<file path="config.mk">
export PLATFORM = sky130hd
export DESIGN_NAME = key_toggle_debouncer_flat
export DESIGN_NICKNAME = d
export VERILOG_FILES = /design/src/rtl/key_toggle_debouncer_if.sv /design/src/rtl/key_toggle_debouncer.sv /design/src/flat_wrapper.sv
export SDC_FILE = /design/constraint.sdc
export NUM_CORES = 1
export LEC_CHECK = 0
export CAP_MARGIN = 5
export CELL_PAD_IN_SITES_DETAIL_PLACEMENT = 1
export CELL_PAD_IN_SITES_GLOBAL_PLACEMENT = 1
export CORE_UTILIZATION = 40
export CTS_CLUSTER_DIAMETER = 80
export DETAILED_ROUTE_END_ITERATION = 7
export PLACE_DENSITY = 0.73
export SLEW_MARGIN = 20
export SYNTH_ARGS = -nofsm -noshare
export SYNTH_HDL_FRONTEND = slang
export SYNTH_SLANG_ARGS = --single-unit
</file>
<file path="constraint.sdc">
create_clock -name clk -period 2.84 [get_ports clk]
set_input_delay 0.71 -clock clk [delete_from_list [all_inputs] [get_ports clk]]
set_output_delay 0.71 -clock clk [all_outputs]
set_load 0.005 [all_outputs]
</file>
<file path="src/rtl/key_toggle_debouncer_if.sv">
// Key pin / debounced-output bundle for key_toggle_debouncer.
// slave = debouncer side, master = pin driver and consumer of the outputs.
interface key_toggle_debouncer_if #(
    parameter int NUM_KEYS = 2
);
    logic [NUM_KEYS-1:0] key;
    logic [NUM_KEYS-1:0] keyLevel;
    logic [NUM_KEYS-1:0] keyPulse;
    logic [NUM_KEYS-1:0] modeSelect;

    modport master (output key, input keyLevel, input keyPulse, input modeSelect);
    modport slave  (input key, output keyLevel, output keyPulse, output modeSelect);
endinterface

</file>
<file path="src/rtl/key_toggle_debouncer.sv">
// Per-key synchroniser, counter debouncer, press pulse and toggle bit, all on clk.
// Optional auto-repeat of keyPulse while held: define KEY_AUTOREPEAT_EN.
module key_toggle_lane #(
    parameter int DEBOUNCE_CYCLES = 50000,
    parameter int ACTIVE_LOW      = 1
`ifdef KEY_AUTOREPEAT_EN
    ,
    parameter int REPEAT_DELAY    = 25000000,
    parameter int REPEAT_RATE     = 5000000
`endif
) (
    input  logic clk,
    input  logic reset,
    input  logic key_raw,
    output logic level_o,
    output logic pulse_o,
    output logic mode_o
);
    localparam int CW = $clog2(DEBOUNCE_CYCLES + 1);
    localparam logic [CW-1:0] CNT_MAX = CW'(DEBOUNCE_CYCLES);

    typedef enum logic [1:0] {
        IDLE,
        PRESS_WAIT,
        PRESSED,
        RELEASE_WAIT
    } state_t;

    logic         pin;
    logic         sync1_q, sync1_d;
    logic         sync2_q, sync2_d;
    state_t       state_q, state_d;
    logic [CW-1:0] cnt_q, cnt_d;
    logic         level_q, level_d;
    logic         pulse_q, pulse_d;
    logic         mode_q, mode_d;

`ifdef KEY_AUTOREPEAT_EN
    localparam int RPT_MAX = (REPEAT_DELAY > REPEAT_RATE) ? REPEAT_DELAY : REPEAT_RATE;
    localparam int RCW     = $clog2(RPT_MAX + 1);
    localparam logic [RCW-1:0] DELAY_LIM = RCW'(REPEAT_DELAY);
    localparam logic [RCW-1:0] RATE_LIM  = RCW'(REPEAT_RATE);

    // rpt_first_q selects the initial delay; it is re-armed on every entry to PRESSED.
    logic [RCW-1:0] rpt_cnt_q, rpt_cnt_d;
    logic           rpt_first_q, rpt_first_d;
    logic [RCW-1:0] rpt_next, rpt_limit;
`endif

    // Normalise so 1 always means pressed; reset loads 0 so reset never looks like a press.
    assign pin = (ACTIVE_LOW != 0) ? ~key_raw : key_raw;

    always_comb begin
        sync1_d = pin;
        sync2_d = sync1_q;
        state_d = state_q;
        cnt_d   = cnt_q;
        level_d = level_q;
        pulse_d = 1'b0;
        mode_d  = mode_q;
`ifdef KEY_AUTOREPEAT_EN
        rpt_cnt_d   = rpt_cnt_q;
        rpt_first_d = rpt_first_q;
        rpt_next    = rpt_cnt_q + RCW'(1);
        rpt_limit   = rpt_first_q ? DELAY_LIM : RATE_LIM;
`endif
        case (state_q)
            IDLE: begin
                if (sync2_q) begin
                    state_d = PRESS_WAIT;
                    cnt_d   = CW'(1);
                end
            end
            PRESS_WAIT: begin
                if (!sync2_q) begin
                    state_d = IDLE;
                    cnt_d   = '0;
                end else if (cnt_q == CNT_MAX) begin
                    state_d = PRESSED;
                    cnt_d   = '0;
                    level_d = 1'b1;
                    pulse_d = 1'b1;
                    mode_d  = ~mode_q;
`ifdef KEY_AUTOREPEAT_EN
                    rpt_cnt_d   = '0;
                    rpt_first_d = 1'b1;
`endif
                end else begin
                    cnt_d = cnt_q + CW'(1);
                end
            end
            PRESSED: begin
                if (!sync2_q) begin
                    state_d = RELEASE_WAIT;
                    cnt_d   = CW'(1);
`ifdef KEY_AUTOREPEAT_EN
                    rpt_cnt_d   = '0;
                    rpt_first_d = 1'b1;
                end else if (rpt_next == rpt_limit) begin
                    // Repeat pulses never touch mode_d.
                    pulse_d     = 1'b1;
                    rpt_cnt_d   = '0;
                    rpt_first_d = 1'b0;
                end else begin
                    rpt_cnt_d = rpt_next;
`endif
                end
            end
            RELEASE_WAIT: begin
                if (sync2_q) begin
                    state_d = PRESSED;
                    cnt_d   = '0;
`ifdef KEY_AUTOREPEAT_EN
                    rpt_cnt_d   = '0;
                    rpt_first_d = 1'b1;
`endif
                end else if (cnt_q == CNT_MAX) begin
                    state_d = IDLE;
                    cnt_d   = '0;
                    level_d = 1'b0;
                end else begin
                    cnt_d = cnt_q + CW'(1);
                end
            end
            default: begin
                state_d = IDLE;
                cnt_d   = '0;
            end
        endcase
    end

    always_ff @(posedge clk) begin
        if (reset) begin
            sync1_q <= 1'b0;
            sync2_q <= 1'b0;
            state_q <= IDLE;
            cnt_q   <= '0;
            level_q <= 1'b0;
            pulse_q <= 1'b0;
            mode_q  <= 1'b0;
`ifdef KEY_AUTOREPEAT_EN
            rpt_cnt_q   <= '0;
            rpt_first_q <= 1'b1;
`endif
        end else begin
            sync1_q <= sync1_d;
            sync2_q <= sync2_d;
            state_q <= state_d;
            cnt_q   <= cnt_d;
            level_q <= level_d;
            pulse_q <= pulse_d;
            mode_q  <= mode_d;
`ifdef KEY_AUTOREPEAT_EN
            rpt_cnt_q   <= rpt_cnt_d;
            rpt_first_q <= rpt_first_d;
`endif
        end
    end

    assign level_o = level_q;
    assign pulse_o = pulse_q;
    assign mode_o  = mode_q;
endmodule

module key_toggle_debouncer #(
    parameter int NUM_KEYS        = 2,
    parameter int DEBOUNCE_CYCLES = 50000,
    parameter int ACTIVE_LOW      = 1,
    parameter int REPEAT_DELAY    = 25000000,
    parameter int REPEAT_RATE     = 5000000
) (
    input  logic                  clk,
    input  logic                  reset,
    key_toggle_debouncer_if.slave bus
);
    logic [NUM_KEYS-1:0] level_w;
    logic [NUM_KEYS-1:0] pulse_w;
    logic [NUM_KEYS-1:0] mode_w;

    if (NUM_KEYS < 1 || DEBOUNCE_CYCLES < 1 || REPEAT_DELAY < 1 || REPEAT_RATE < 1) begin : g_param_err
        $error("key_toggle_debouncer: NUM_KEYS, DEBOUNCE_CYCLES and REPEAT_* must be >= 1");
    end

    for (genvar i = 0; i < NUM_KEYS; i++) begin : g_lane
        key_toggle_lane #(
            .DEBOUNCE_CYCLES(DEBOUNCE_CYCLES),
            .ACTIVE_LOW     (ACTIVE_LOW)
`ifdef KEY_AUTOREPEAT_EN
            ,
            .REPEAT_DELAY   (REPEAT_DELAY),
            .REPEAT_RATE    (REPEAT_RATE)
`endif
        ) u_lane (
            .clk    (clk),
            .reset  (reset),
            .key_raw(bus.key[i]),
            .level_o(level_w[i]),
            .pulse_o(pulse_w[i]),
            .mode_o (mode_w[i])
        );
    end

    assign bus.keyLevel   = level_w;
    assign bus.keyPulse   = pulse_w;
    assign bus.modeSelect = mode_w;
endmodule

</file>
<file path="src/flat_wrapper.sv">
// flat-port wrapper written by rule: the top's interface ports become plain ports
module key_toggle_debouncer_flat 
#(
    parameter int NUM_KEYS        = 2,
    parameter int DEBOUNCE_CYCLES = 50000,
    parameter int ACTIVE_LOW      = 1,
    parameter int REPEAT_DELAY    = 25000000,
    parameter int REPEAT_RATE     = 5000000
)
  (clk, reset, bus_key, bus_keyLevel, bus_keyPulse, bus_modeSelect);
  key_toggle_debouncer_if #(.NUM_KEYS(NUM_KEYS)) bus_i ();
  input  logic clk;
  input  logic reset;
  input wire logic [$bits(bus_i.key)-1:0] bus_key;
  output wire logic [$bits(bus_i.keyLevel)-1:0] bus_keyLevel;
  output wire logic [$bits(bus_i.keyPulse)-1:0] bus_keyPulse;
  output wire logic [$bits(bus_i.modeSelect)-1:0] bus_modeSelect;
  assign bus_i.key = bus_key;
  assign bus_keyLevel = bus_i.keyLevel;
  assign bus_keyPulse = bus_i.keyPulse;
  assign bus_modeSelect = bus_i.modeSelect;
  key_toggle_debouncer #(.NUM_KEYS(NUM_KEYS), .DEBOUNCE_CYCLES(DEBOUNCE_CYCLES), .ACTIVE_LOW(ACTIVE_LOW), .REPEAT_DELAY(REPEAT_DELAY), .REPEAT_RATE(REPEAT_RATE)) u_core (.clk(clk), .reset(reset), .bus(bus_i));
endmodule
</file>
# [After elaboration in Yosys (flattened, before gate mapping)]
# Cells that the tools add are included.
[classes] add_sub_neg=2 eq_ne=24 mux=38 n_bitwise=8 n_reduce_logical=14
[ops] op="$mux 16" n=10
[ops] op="$pmux 16 s4" n=2
[ops] op="$add 16x1->16 const B" n=2
[ops] op="$eq 16x16->1 const B" n=2
[ops] op="$mux 2" n=12
[ops] op="$ne 2x2->1 const B" n=12
[ops] op="$pmux 2 s4" n=2
[ops] op="$ne 3x3->1 const B" n=4
[ops] op="$mux 1" n=10
[ops] op="$reduce_and 5->1" n=2
[ops] op="$eq 2x2->1 const B" n=4
[ops] op="$not 1->1" n=8
[ops] op="$reduce_and 4->1" n=2
[ops] op="$reduce_and 3->1" n=2
[ops] op="$reduce_or 3->1" n=2
[ops] op="$eq 2x1->1 const B" n=2
[ops] op="$logic_not 2->1" n=2
[ops] op="$pmux 1 s2" n=2
[ops] op="$reduce_and 2->1" n=2
[ops] op="$reduce_bool 2->1" n=2
[word_totals] register_bits=46 input_bits=4

# [Longest topological paths before layout]
[depth] ltp_word=4 ltp_mapped=8 ltp_nobuf=7

# [By module]
# From an unflattened synthesis, not the netlist that was laid out.
[unflattened] hier_cells=270 hier_area_um2=2362.3
[modules_own_cells] mod="key_toggle_lane (u_core.g_lane[0].u_lane)" instances=1 cells_each=145 area_each_um2=1237.4
[modules_own_cells] mod="key_toggle_lane (u_core.g_lane[1].u_lane)" instances=1 cells_each=125 area_each_um2=1124.8

# [Worst setup path before layout]
# No wires, ideal clock.
[synth_timing] path_type="reg-to-reg" startpoint="register u_core.g_lane[1].u_lane.cnt_q[5]" endpoint="register u_core.g_lane[1].u_lane.cnt_q[15]" setup_time_ns=0.124 t_arrival_ns=1.875 slack_ns=0.841 path_stages_with_launch=8 n_path_buf=2 cell_sequence="dfxtp_1 clkbuf_1 or4b_1 nor4_4 nor3_1 buf_2 a41oi_1 a31oi_1"
[synth_between] elab_chain_len=4
[synth_rtl] element="start: declaration" line="key_toggle_debouncer.sv:33" text="logic [CW-1:0] cnt_q, cnt_d;"
[synth_rtl] element="start signal: assignment" line="key_toggle_debouncer.sv:149" text="cnt_q <= cnt_d;"
[synth_rtl] element="$add 16x1->16 or $eq 16x16->1 (tied branches)"
[synth_rtl] element="$mux 16 *" line="key_toggle_debouncer.sv:78, key_toggle_debouncer.sv:117"
[synth_rtl] element="$mux 16, on equally long branches" line="key_toggle_debouncer.sv:110, key_toggle_debouncer.sv:75"
[synth_rtl] element="$pmux 16 s4 *" line="key_toggle_debouncer.sv:67" text="case (state_q)"
# Every way passes the cells marked *; elsewhere a longest branch is shown, timed or not.
# A chain may end at the register's enable or synchronous reset.

# [Worst setup path after layout]
# Ends and elaborated chain as after synthesis.

==> impl_results.html <==
<table>
<tr><th>Metric</th><th>Value</th></tr>
<tr><th colspan="2">Global route</th></tr>
<tr><td>Global-route wire length before repair</td><td>9.36 mm</td></tr>
<tr><td>Initial antenna violation count</td><td>0</td></tr>
<tr><td>Pin count of the biggest net entering global routing</td><td>22</td></tr>
<tr><td>Combined global-route utilization of all metal layers</td><td>19.6%</td></tr>
<tr><td>Remaining global-route overflow</td><td>0</td></tr>
<tr><td>Number of global-route vias before repair</td><td>1930</td></tr>
<tr><th colspan="2">STA</th></tr>
<tr><td>Final Cycle Share</td><td>76.3%</td></tr>
<tr><td>Slew margin rel.</td><td>53.2%</td></tr>
<tr><td>RSZ-0062 raised after global routing</td><td>false</td></tr>
<tr><td>Final critical delay including setup and external delays</td><td>2.17 ns</td></tr>
<tr><td>Final-report max-slew violation count</td><td>0</td></tr>
<tr><td>Setup Skew</td><td>0.00702 ns</td></tr>
<tr><td>Tightest hold margin</td><td>0.455 ns</td></tr>
<tr><td>Number of endpoints with negative hold slack in the final report</td><td>0</td></tr>
<tr><td>Final setup viols</td><td>0</td></tr>
<tr><td>Fmax</td><td>462 MHz</td></tr>
<tr><td>Accumulated negative setup slack</td><td>0 ns</td></tr>
<tr><td>Slew of the pin with the lowest slew margin</td><td>0.697 ns</td></tr>
<tr><th colspan="2">Logic synthesis</th></tr>
<tr><td>Fraction of post-synthesis cell area in the top cell type by area</td><td>40.4%</td></tr>
<tr><td>Post-synthesis instance total</td><td>275</td></tr>
<tr><td>Cell taking the most area after synthesis</td><td>dfxtp_1</td></tr>
<tr><td>Flip-flop and latch count after synthesis</td><td>46</td></tr>
<tr><td>Sequential-to-total area share from yosys stat</td><td>40.4%</td></tr>
<tr><td>Mean area per synthesized cell</td><td>8.28 um2</td></tr>
<tr><td>Number of library cell types mapped by synthesis</td><td>47</td></tr>
<tr><td>Fraction of synthesis flops using an asynchronous set or reset pin</td><td>0%</td></tr>
<tr><td>Leading post-synthesis cells by cell area</td><td>dfxtp_1 40%, a31oi_1 4.7%, nand2_1 4.6%</td></tr>
<tr><td>Cell with the most instances after synthesis</td><td>dfxtp_1</td></tr>
<tr><td>Flip-flop cell with the highest count after synthesis</td><td>dfxtp_1</td></tr>
<tr><td>Number of flops mapped to enable cells by yosys</td><td>0</td></tr>
<tr><td>Cell Area, Synth</td><td>0.00228 mm2</td></tr>
<tr><td>Count of warnings emitted by yosys</td><td>0</td></tr>
<tr><td>Syn nets</td><td>283</td></tr>
<tr><td>Commonest cells in the netlist</td><td>46 x dfxtp_1, 28 x nand2_1, 21 x nor2_1, 20 x a21oi_1, 20 x nand3_1</td></tr>
<tr><th colspan="2">Power</th></tr>
<tr><td>Sum of internal, switching and leakage power</td><td>1.14 mW</td></tr>
<tr><td>Power Density</td><td>459 mW/mm2</td></tr>
<tr><td>Leakage power summed over all cells</td><td>0.817 nW</td></tr>
<tr><td>Max rail drop VDD</td><td>0.201 mV</td></tr>
<tr><th colspan="2">CTS</th></tr>
<tr><td>Post-CTS repair timing setup buffer count</td><td>0</td></tr>
<tr><td>CTS tree</td><td>done</td></tr>
<tr><td>Clock-pin slew on the worst setup and hold paths</td><td>0.10 ns</td></tr>
<tr><td>Post-CTS Hold Fix Bufs</td><td>0</td></tr>
<tr><td>CTS Root Buffer Type</td><td>clkbuf_8</td></tr>
<tr><td>Clock sink count</td><td>46</td></tr>
<tr><td>Number of cells upsized or downsized after cts</td><td>0</td></tr>
<tr><td>Number of buffers created by CTS</td><td>5</td></tr>
<tr><td>Buffers from clock root to sink, at most</td><td>2</td></tr>
<tr><td>Total number of H-tree levels</td><td>2</td></tr>
<tr><td>Clock insertion delay at the later pin of the skew report</td><td>0.30 ns</td></tr>
<tr><th colspan="2">Critical path</th></tr>
<tr><td>Maximum fanout encountered on the critical timing path</td><td>21</td></tr>
<tr><td>Largest stage delay on the critical path</td><td>0.59 ns</td></tr>
<tr><td>Cell chain of the critical path</td><td>or4b_1 &gt; nor4_4 &gt; nor3_2 &gt; buf_4 &gt; a41oi_1 &gt; a31oi_1</td></tr>
<tr><td>Launching element type of the critical path</td><td>flop</td></tr>
<tr><td>Type of the worst setup path</td><td>reg -&gt; reg</td></tr>
<tr><td>WP data required</td><td>3.02 ns</td></tr>
<tr><td>Worst Setup End Kind</td><td>flop</td></tr>
<tr><td>Cell at the slowest stage of the critical path</td><td>or4b_1</td></tr>
<tr><td>Worst Path Arrival</td><td>2.35 ns</td></tr>
<tr><th colspan="2">Worst hold path</th></tr>
<tr><td>Hold crit path type</td><td>reg -&gt; reg</td></tr>
<tr><th colspan="2">Placed design</th></tr>
<tr><td>Port bufs</td><td>9</td></tr>
<tr><td>Placed insts</td><td>341</td></tr>
<tr><td>Half-perimeter wire length after detailed placement</td><td>3.77 mm</td></tr>
<tr><td>Post-placement cell area</td><td>0.00240 mm2</td></tr>
<tr><td>Final weighted congestion in routability-driven placement</td><td>0.795</td></tr>
<tr><th colspan="2">Drt</th></tr>
<tr><td>Aggregate routed wire length</td><td>5.31 mm</td></tr>
<tr><td>M1 wire length</td><td>2.67 mm</td></tr>
<tr><td>DR vias/cell</td><td>5.68</td></tr>
<tr><td>Length of routed met2 wiring</td><td>2.46 mm</td></tr>
<tr><td>Drt first pass iters</td><td>4</td></tr>
<tr><td>Overall via count from detail_route</td><td>1982</td></tr>
<tr><td>DRT antenna net count</td><td>0</td></tr>
<tr><td>Iter 0 DRT Violations</td><td>102</td></tr>
<tr><td>Wire length per cell after detailed routing</td><td>15.2 um</td></tr>
<tr><td>Met3 wire len</td><td>135 um</td></tr>
<tr><td>Total DRC errors in the routed layout</td><td>0</td></tr>
<tr><td>Top Layer Used</td><td>met4</td></tr>
<tr><th colspan="2">Floorplanning</th></tr>
<tr><td>Overall die height</td><td>77.5 um</td></tr>
<tr><td># rows</td><td>27</td></tr>
<tr><td>Initial cell density of the core</td><td>41.4%</td></tr>
<tr><td>Overall die area</td><td>0.00600 mm2</td></tr>
<tr><td>Die X</td><td>77.5 um</td></tr>
<tr><td>Number of top-level pins</td><td>10</td></tr>
<tr><td>Core box area</td><td>0.00551 mm2</td></tr>
<tr><th colspan="2">Job</th></tr>
<tr><td>Max-cap check violation count</td><td>0</td></tr>
<tr><th colspan="2">Finish</th></tr>
<tr><td>Number of antenna cells inserted</td><td>0</td></tr>
<tr><td>Fill cell count</td><td>674</td></tr>
<tr><td>Signed area change from the synthesized netlist to the final layout</td><td>9.18%</td></tr>
<tr><td>Share of final-layout standard cells stronger than drive strength 1</td><td>7.22%</td></tr>
<tr><td>Area of the multi-input gates</td><td>0.00122 mm2</td></tr>
<tr><td>Final design area excluding fillers</td><td>0.00249 mm2</td></tr>
<tr><td>Number of nets in the layout</td><td>284</td></tr>
<tr><td>Filler-free cell count of the finished design</td><td>349</td></tr>
<tr><td>Sequential cell area</td><td>921 um2</td></tr>
<tr><th colspan="2">Outcome</th></tr>
<tr><td>Result of the run</td><td>finished, final reports clean</td></tr>
</table>
==> where the power goes <==
group,total [mW],internal (mW),switching [mW]
combinational,0.0594,0.0253,0.0341
clock,0.416,0.173,0.243
sequential,0.664,0.654,0.0103
total,1.14,0.853,0.287
==> registers in the layout, indices dropped and copies added, names as in the netlist, named ones only <==
signal,cells
u_core.g_lane.u_lane.cnt_q,32
u_core.g_lane.u_lane.state_q,2
u_core.g_lane.u_lane.pulse_o,2
u_core.g_lane.u_lane.sync2_q,2
u_core.g_lane.u_lane.mode_o,2
u_core.g_lane.u_lane.sync1_q,2
u_core.g_lane.u_lane.level_o,2
==> cells in the final DEF, fill, tap and decap left out, types with 5 or more instances in the layout <==
master,count
a21oi_1,20
a31oi_1,17
buf_4,5
clkbuf_8,5
clkdlybuf4s50_1,9
dfxtp_1,46
inv_1,10
nand2_1,28
nand3_1,20
nand4_1,6
nor2_1,21
nor3_1,7
o21ai_0,12
or3_1,7
xor2_1,5
==> per-layer routing <==
metal,global-route usage (%),vias to the layer above
met5,0,-
met4,6.23,0
met3,3.65,6
met2,31.7,23
met1,26.3,959
li1,-,994
==> critical path, delay by kind of cell, from the launching register on <==
family | cells | cell delay [ns]
and+or+nand+nor | 3 | 1.13
AOI/OAI and AO/OA | 2 | 0.28
DFF | 1 | 0.40
buffers and inverters | 1 | 0.22
==> path summary, 6_finish.rpt <==
path / start / end / slack, ns / depth (start not counted)
worst min-delay path: u_core.g_lane[1].u_lane.sync1_q / u_core.g_lane[1].u_lane.sync2_q / 0.46 / 1
worst max register to register: u_core.g_lane[1].u_lane.cnt_q[5] / u_core.g_lane[1].u_lane.cnt_q[15] / 0.67 / 6
worst max-delay path: u_core.g_lane[1].u_lane.cnt_q[5] / u_core.g_lane[1].u_lane.cnt_q[15] / 0.67 / 6
worst min register to register: u_core.g_lane[1].u_lane.sync1_q / u_core.g_lane[1].u_lane.sync2_q / 0.46 / 1
==> layout make-up <==
class                      count  share of cell area (%)
clock buffer                   5                    2.77
clock inverter                 3                   0.856
inverter                      10                    1.51
multi-input combinational    199                    49.1
sequential                    46                    37.0
tap                           72                    3.62
timing repair buffer          14                    5.13
==> cells by family after synthesis <==
family,after synthesis,share of synthesized area [%]
fa+ha+maj,4,2.20
xor+xnor,7,2.69
mux,3,1.32
simple gates,117,29.0
buf+inv,30,6.21
compound gates,68,18.1
flops,46,40.4
==> stage by stage <==
| stage | utilization, % | worst slack [ns] |
|---|---|---|
| 2_1_floorplan | - | 0.841 |
| 6_report | 45.1 | 0.673 |
| 3_5_place_dp | 43.5 | 0.510 |
| 3_3_place_gp | 43.5 | 0.548 |
| 5_1_grt | 45.1 | 0.522 |
| 4_1_cts | 45.1 | 0.641 |
(Power assumes the default switching activity.)
